File: config.mk
export PLATFORM = sky130hd
export DESIGN_NAME = pipe_hazard_ctrl
export DESIGN_NICKNAME = d
export VERILOG_FILES = /design/src/rtl/pipe_pkg.sv /design/src/rtl/sat_counter.sv /design/src/rtl/pipe_hazard_ctrl.sv
export SDC_FILE = /design/constraint.sdc
export NUM_CORES = 1
export LEC_CHECK = 0
export BUFFER_PORTS_ARGS = -buffer_cell sky130_fd_sc_hd__buf_2
export CAP_MARGIN = 15
export CORE_MARGIN = 1
export CORE_UTILIZATION = 41
export DETAILED_ROUTE_END_ITERATION = 8
export PLACE_DENSITY = 0.8
export SYNTH_ARGS = -nofsm -noshare
export SYNTH_HDL_FRONTEND = slang
export SYNTH_SLANG_ARGS = --single-unit
File: constraint.sdc
create_clock -name clk -period 2 [get_ports clk]
set_input_delay 0.1 -clock clk [delete_from_list [all_inputs] [get_ports clk]]
set_output_delay 0.1 -clock clk [all_outputs]
set_load 0.03 [all_outputs]
File: src/rtl/pipe_pkg.sv
// Shared types and defaults for the pipeline hazard controller.
package pipe_pkg;

   localparam int REG_W       = 5;
   localparam int DEF_TIMEOUT = 16;
   localparam int DEF_CNT_W   = 16;

   typedef enum logic [1:0] {
      RUN      = 2'd0,
      MEM_WAIT = 2'd1,
      FAULT    = 2'd2
   } state_t;

endpackage

File: src/rtl/sat_counter.sv
// Event counter that sticks at all-ones instead of wrapping.
module sat_counter #(
   parameter int W = 16
) (
   input  logic         clk,
   input  logic         reset,
   input  logic         inc,
   output logic [W-1:0] count
);

   always_ff @(posedge clk or posedge reset) begin
      if (reset)
         count <= '0;
      else if (inc && (count != '1))
         count <= count + W'(1);
   end

endmodule

File: src/rtl/pipe_hazard_ctrl.sv
// Load-use / branch / memory-wait hazard sequencer for the 5-stage MIPS pipeline.
// Stall performance counters are built only when HAZ_PERF_CNT_EN is defined.
module pipe_hazard_ctrl
   import pipe_pkg::*;
#(
   parameter int TIMEOUT = DEF_TIMEOUT,
   parameter int CNT_W   = DEF_CNT_W
) (
   input  logic             clk,
   input  logic             reset,
   input  logic             ID_EX_MemRead,
   input  logic [REG_W-1:0] ID_EX_RegisterRt,
   input  logic [REG_W-1:0] IF_ID_RegisterRs,
   input  logic [REG_W-1:0] IF_ID_RegisterRt,
   input  logic             IF_ID_UsesRt,
   input  logic             Branch_taken,
   input  logic             dmem_req,
   input  logic             dmem_ready,
   output logic             PC_Write,
   output logic             IF_ID_Write,
   output logic             IF_Flush,
   output logic             ID_Flush_lwstall,
   output logic             Pipe_Hold,
   output logic             mem_timeout,
   output logic [CNT_W-1:0] lu_stall_cnt,
   output logic [CNT_W-1:0] mem_stall_cnt
);

   localparam int WC_W = $clog2(TIMEOUT + 1);

   state_t          state, state_nxt;
   logic [WC_W-1:0] wait_cnt, wait_cnt_nxt;
   logic            mem_timeout_nxt;
   logic            mw, lu;

   assign mw = dmem_req & ~dmem_ready;
   assign lu = ID_EX_MemRead & (ID_EX_RegisterRt != '0) &
               ((ID_EX_RegisterRt == IF_ID_RegisterRs) |
                (IF_ID_UsesRt & (ID_EX_RegisterRt == IF_ID_RegisterRt)));

   always_ff @(posedge clk or posedge reset) begin
      if (reset) begin
         state       <= RUN;
         wait_cnt    <= '0;
         mem_timeout <= 1'b0;
      end else begin
         state       <= state_nxt;
         wait_cnt    <= wait_cnt_nxt;
         mem_timeout <= mem_timeout_nxt;
      end
   end

   // Priority: fault, then memory wait, then load-use, then branch redirect.
   always_comb begin
      state_nxt        = state;
      wait_cnt_nxt     = wait_cnt;
      mem_timeout_nxt  = mem_timeout;
      PC_Write         = 1'b1;
      IF_ID_Write      = 1'b1;
      IF_Flush         = 1'b0;
      ID_Flush_lwstall = 1'b0;
      Pipe_Hold        = 1'b0;
      if (reset) begin
         PC_Write    = 1'b0;
         IF_ID_Write = 1'b0;
      end else if (state == FAULT) begin
         PC_Write    = 1'b0;
         IF_ID_Write = 1'b0;
         Pipe_Hold   = 1'b1;
      end else if (mw) begin
         PC_Write    = 1'b0;
         IF_ID_Write = 1'b0;
         Pipe_Hold   = 1'b1;
         if (state == RUN) begin
            state_nxt    = MEM_WAIT;
            wait_cnt_nxt = WC_W'(1);
         end else if (wait_cnt == WC_W'(TIMEOUT - 1)) begin
            state_nxt       = FAULT;
            mem_timeout_nxt = 1'b1;
         end else begin
            wait_cnt_nxt = wait_cnt + WC_W'(1);
         end
      end else begin
         state_nxt    = RUN;
         wait_cnt_nxt = '0;
         if (lu) begin
            PC_Write         = 1'b0;
            IF_ID_Write      = 1'b0;
            ID_Flush_lwstall = 1'b1;
         end else if (Branch_taken) begin
            IF_Flush = 1'b1;
         end
      end
   end

`ifdef HAZ_PERF_CNT_EN
   logic mem_inc;
   assign mem_inc = Pipe_Hold & (state != FAULT);

   sat_counter #(.W(CNT_W)) u_lu_cnt (
      .clk   (clk),
      .reset (reset),
      .inc   (ID_Flush_lwstall),
      .count (lu_stall_cnt)
   );

   sat_counter #(.W(CNT_W)) u_mem_cnt (
      .clk   (clk),
      .reset (reset),
      .inc   (mem_inc),
      .count (mem_stall_cnt)
   );
`else
   assign lu_stall_cnt  = '0;
   assign mem_stall_cnt = '0;
`endif

endmodule
==> results.tsv <==
metric	value	unit
cp.arrival	1.99	ns
critPathLaunchType	flip-flop	
area_growth	8.563	%
peakVddDrop	0.0003696	V
ctsLongestPathBuffers	2	
cp_cell_sequence	ha_1 > and3_1 > ha_1 > and4b_1 > nor4_2 > xnor2_1 > nor2_1	
synth.top_cell.area_share	0.2874	
fin_skew	0.008303	ns
synth.cell_area	862.1	µm²
synth_area_leaders	buf_4 29%, dfrtp_1 23%, xnor2_1 11%	
ctsResizeCount	0	
vias_per_cell	4.456	
cp_max_fo	6	
drt_iter0_markers	10	
worst_ep_required_time	2.14	ns
ios	60	
critPathBufInv	0	
dieArea	2290	µm²
ant_nets	0	
synth-seq-cells	8	
placed_area	903.4	µm²
drive_gt1_frac	0.2748	
setup_viol	0	
cap_violations	0	
rows	16	
path_clk_slew	0.06	ns
final_hold_viol_count	0	
rsz0062_at_grt	false	
num_antenna_cells	0	
final_cell_mix	32 x conb_1, 27 x buf_2, 11 x xnor2_1	
grtUsageTotal	0.1270	
final_max_slew_viol_count	0	
clock-sinks	8	
antenna_found_initial	0	
drc	0	
fmaxAchievable	540.2	MHz
syn_area_per_cell	8.452	µm²
hpwl	1258	µm
firstDrtPassIters	2	
routedWlPerCell	9.506	µm
period_needed	1.851	ns
drt_wl_total	1502	µm
first_global_vias	535	
status	finished clean	
path_class	flip-flop to flip-flop	
grt_pass1_wl	1987	µm
syn_inst	102	
grt_max_degree	10	
tritoncts	built	
synth_cell_types	30	
synth_top_area_cell	buf_4	
setup_tns	0	ns
start_util	0.4394	
die_y	47.86	µm
core_area	1962	µm²
totalPowerFinal	0.4773	mW
cts_setup_buffers	0	
max_stage_delay	0.40	ns
root_buffer	clkbuf_4	
cp-end-kind	flip-flop	
grt_remaining_overflow	0	
powerDensity	510.0	nW/µm²
final.period_utilization	0.9257	
fin_area	935.9	µm²
seq_area_frac_synth	0.2322	
critPathTopFamily	simple AND/OR/NAND/NOR gates	
cp_slowest_cell	dfrtp_1	
cts_buffers	3	
path_common_cell	ha_1	
p_leak	0.4799	nW
whs	0.2410	ns
postCtsHoldBufs	1	
io_buffer_count	27	
htreeDepth	1	
vias	704	
final_common_cell	conb_1	
clock_latency	0.25	ns
gp_congestion	0.8682	
yosysWarnings	0	
hold_class	input pin to flip-flop	
die_w	47.86	µm
nNetsFinal	157	
[worst reg2reg max path: stages, from the launching register on]
cell and delay, ns:
dfrtp_1 0.40, ha_1 0.22, and3_1 0.18, ha_1 0.24, and4b_1 0.25, nor4_2 0.25, xnor2_1 0.15, nor2_1 0.05
[worst paths after layout]
kind / depth (start not counted) / startpoint / slack [ns] / endpoint
worst max-delay path: 7 / wait_cnt[0] / 0.15 / wait_cnt[3]
worst min-delay path: 3 / dmem_req / 0.24 / state[0]
worst max register to register: 7 / wait_cnt[0] / 0.15 / wait_cnt[3]
worst min register to register: 1 / mem_timeout / 0.47 / mem_timeout
max in group asynchronous: 3 / reset / 1.30 / wait_cnt[0]
min in group asynchronous: 3 / reset / 0.44 / state[0]
[synthesized netlist by cell type (all sizes together)]
master	count
buf	33
xnor2	11
dfrtp	8
inv	5
nand2	5
a21oi	4
nand3	4
nor2	4
o21ai	4
nor2b	3
ha	2
o32ai	2
a211oi	1
a22o	1
a31o	1
and3	1
and4	1
and4b	1
clkbuf	1
conb	1
nand2b	1
nand4	1
nor3	1
nor3b	1
nor4	1
o21a	1
o22ai	1
o41ai	1
or4	1
[cells by family (layout without fill, tap and decap cells)]
group | Yosys count | after routing | share of synthesized area
AOI/OAI and AO/OA | 16 | 16 | 0.1277
xor gates and xnor gates | 11 | 11 | 0.1118
adders and majority gates | 2 | 2 | 0.02902
buffers and inverters | 39 | 37 | 0.3135
DFF | 8 | 8 | 0.2322
other | 1 | 32 | 0.004350
and+or+nand+nor | 25 | 25 | 0.1814
[power by group]
group	internal [mW]	switching (mW)	total, mW
combinational	0.0480	0.133	0.181
sequential	0.167	0.00695	0.173
clock	0.0686	0.0538	0.122
[layout make-up]
| class | count | area (µm²) |
|---|---|---|
| tap | 27 | 33.78 |
| timing repair buffer | 29 | 152.6 |
| clock buffer | 3 | 22.52 |
| inverter | 5 | 18.77 |
| fill | 197 | 1026 |
| sequential | 8 | 200.2 |
| multi-input combinational | 86 | 508.0 |
[per-layer routing]
layer  vias up  part of all wire  track usage
met5         -                 0            0
met2        43              0.49       0.2459
met4         0                 0      0.03333
li1        346                 -            -
met3         0             0.090      0.04528
met1       315              0.42       0.1261
[flip-flops by register name (all words and copies together) (netlist names)]
| signal | cells |
|---|---|
| wait_cnt | 5 |
| state | 2 |
| mem_timeout | 1 |
[per-stage QoR]
stage	instances	setup slack (ns)	utilization
2_1_floorplan	133	0.1591	-
3_3_place_gp	154	0.2002	0.4605
3_5_place_dp	154	0.1446	0.4605
4_1_cts	158	0.1500	0.4770
5_1_grt	158	0.04244	0.4770
6_report	158	0.1487	0.4770
(Power assumes the default switching activity.)
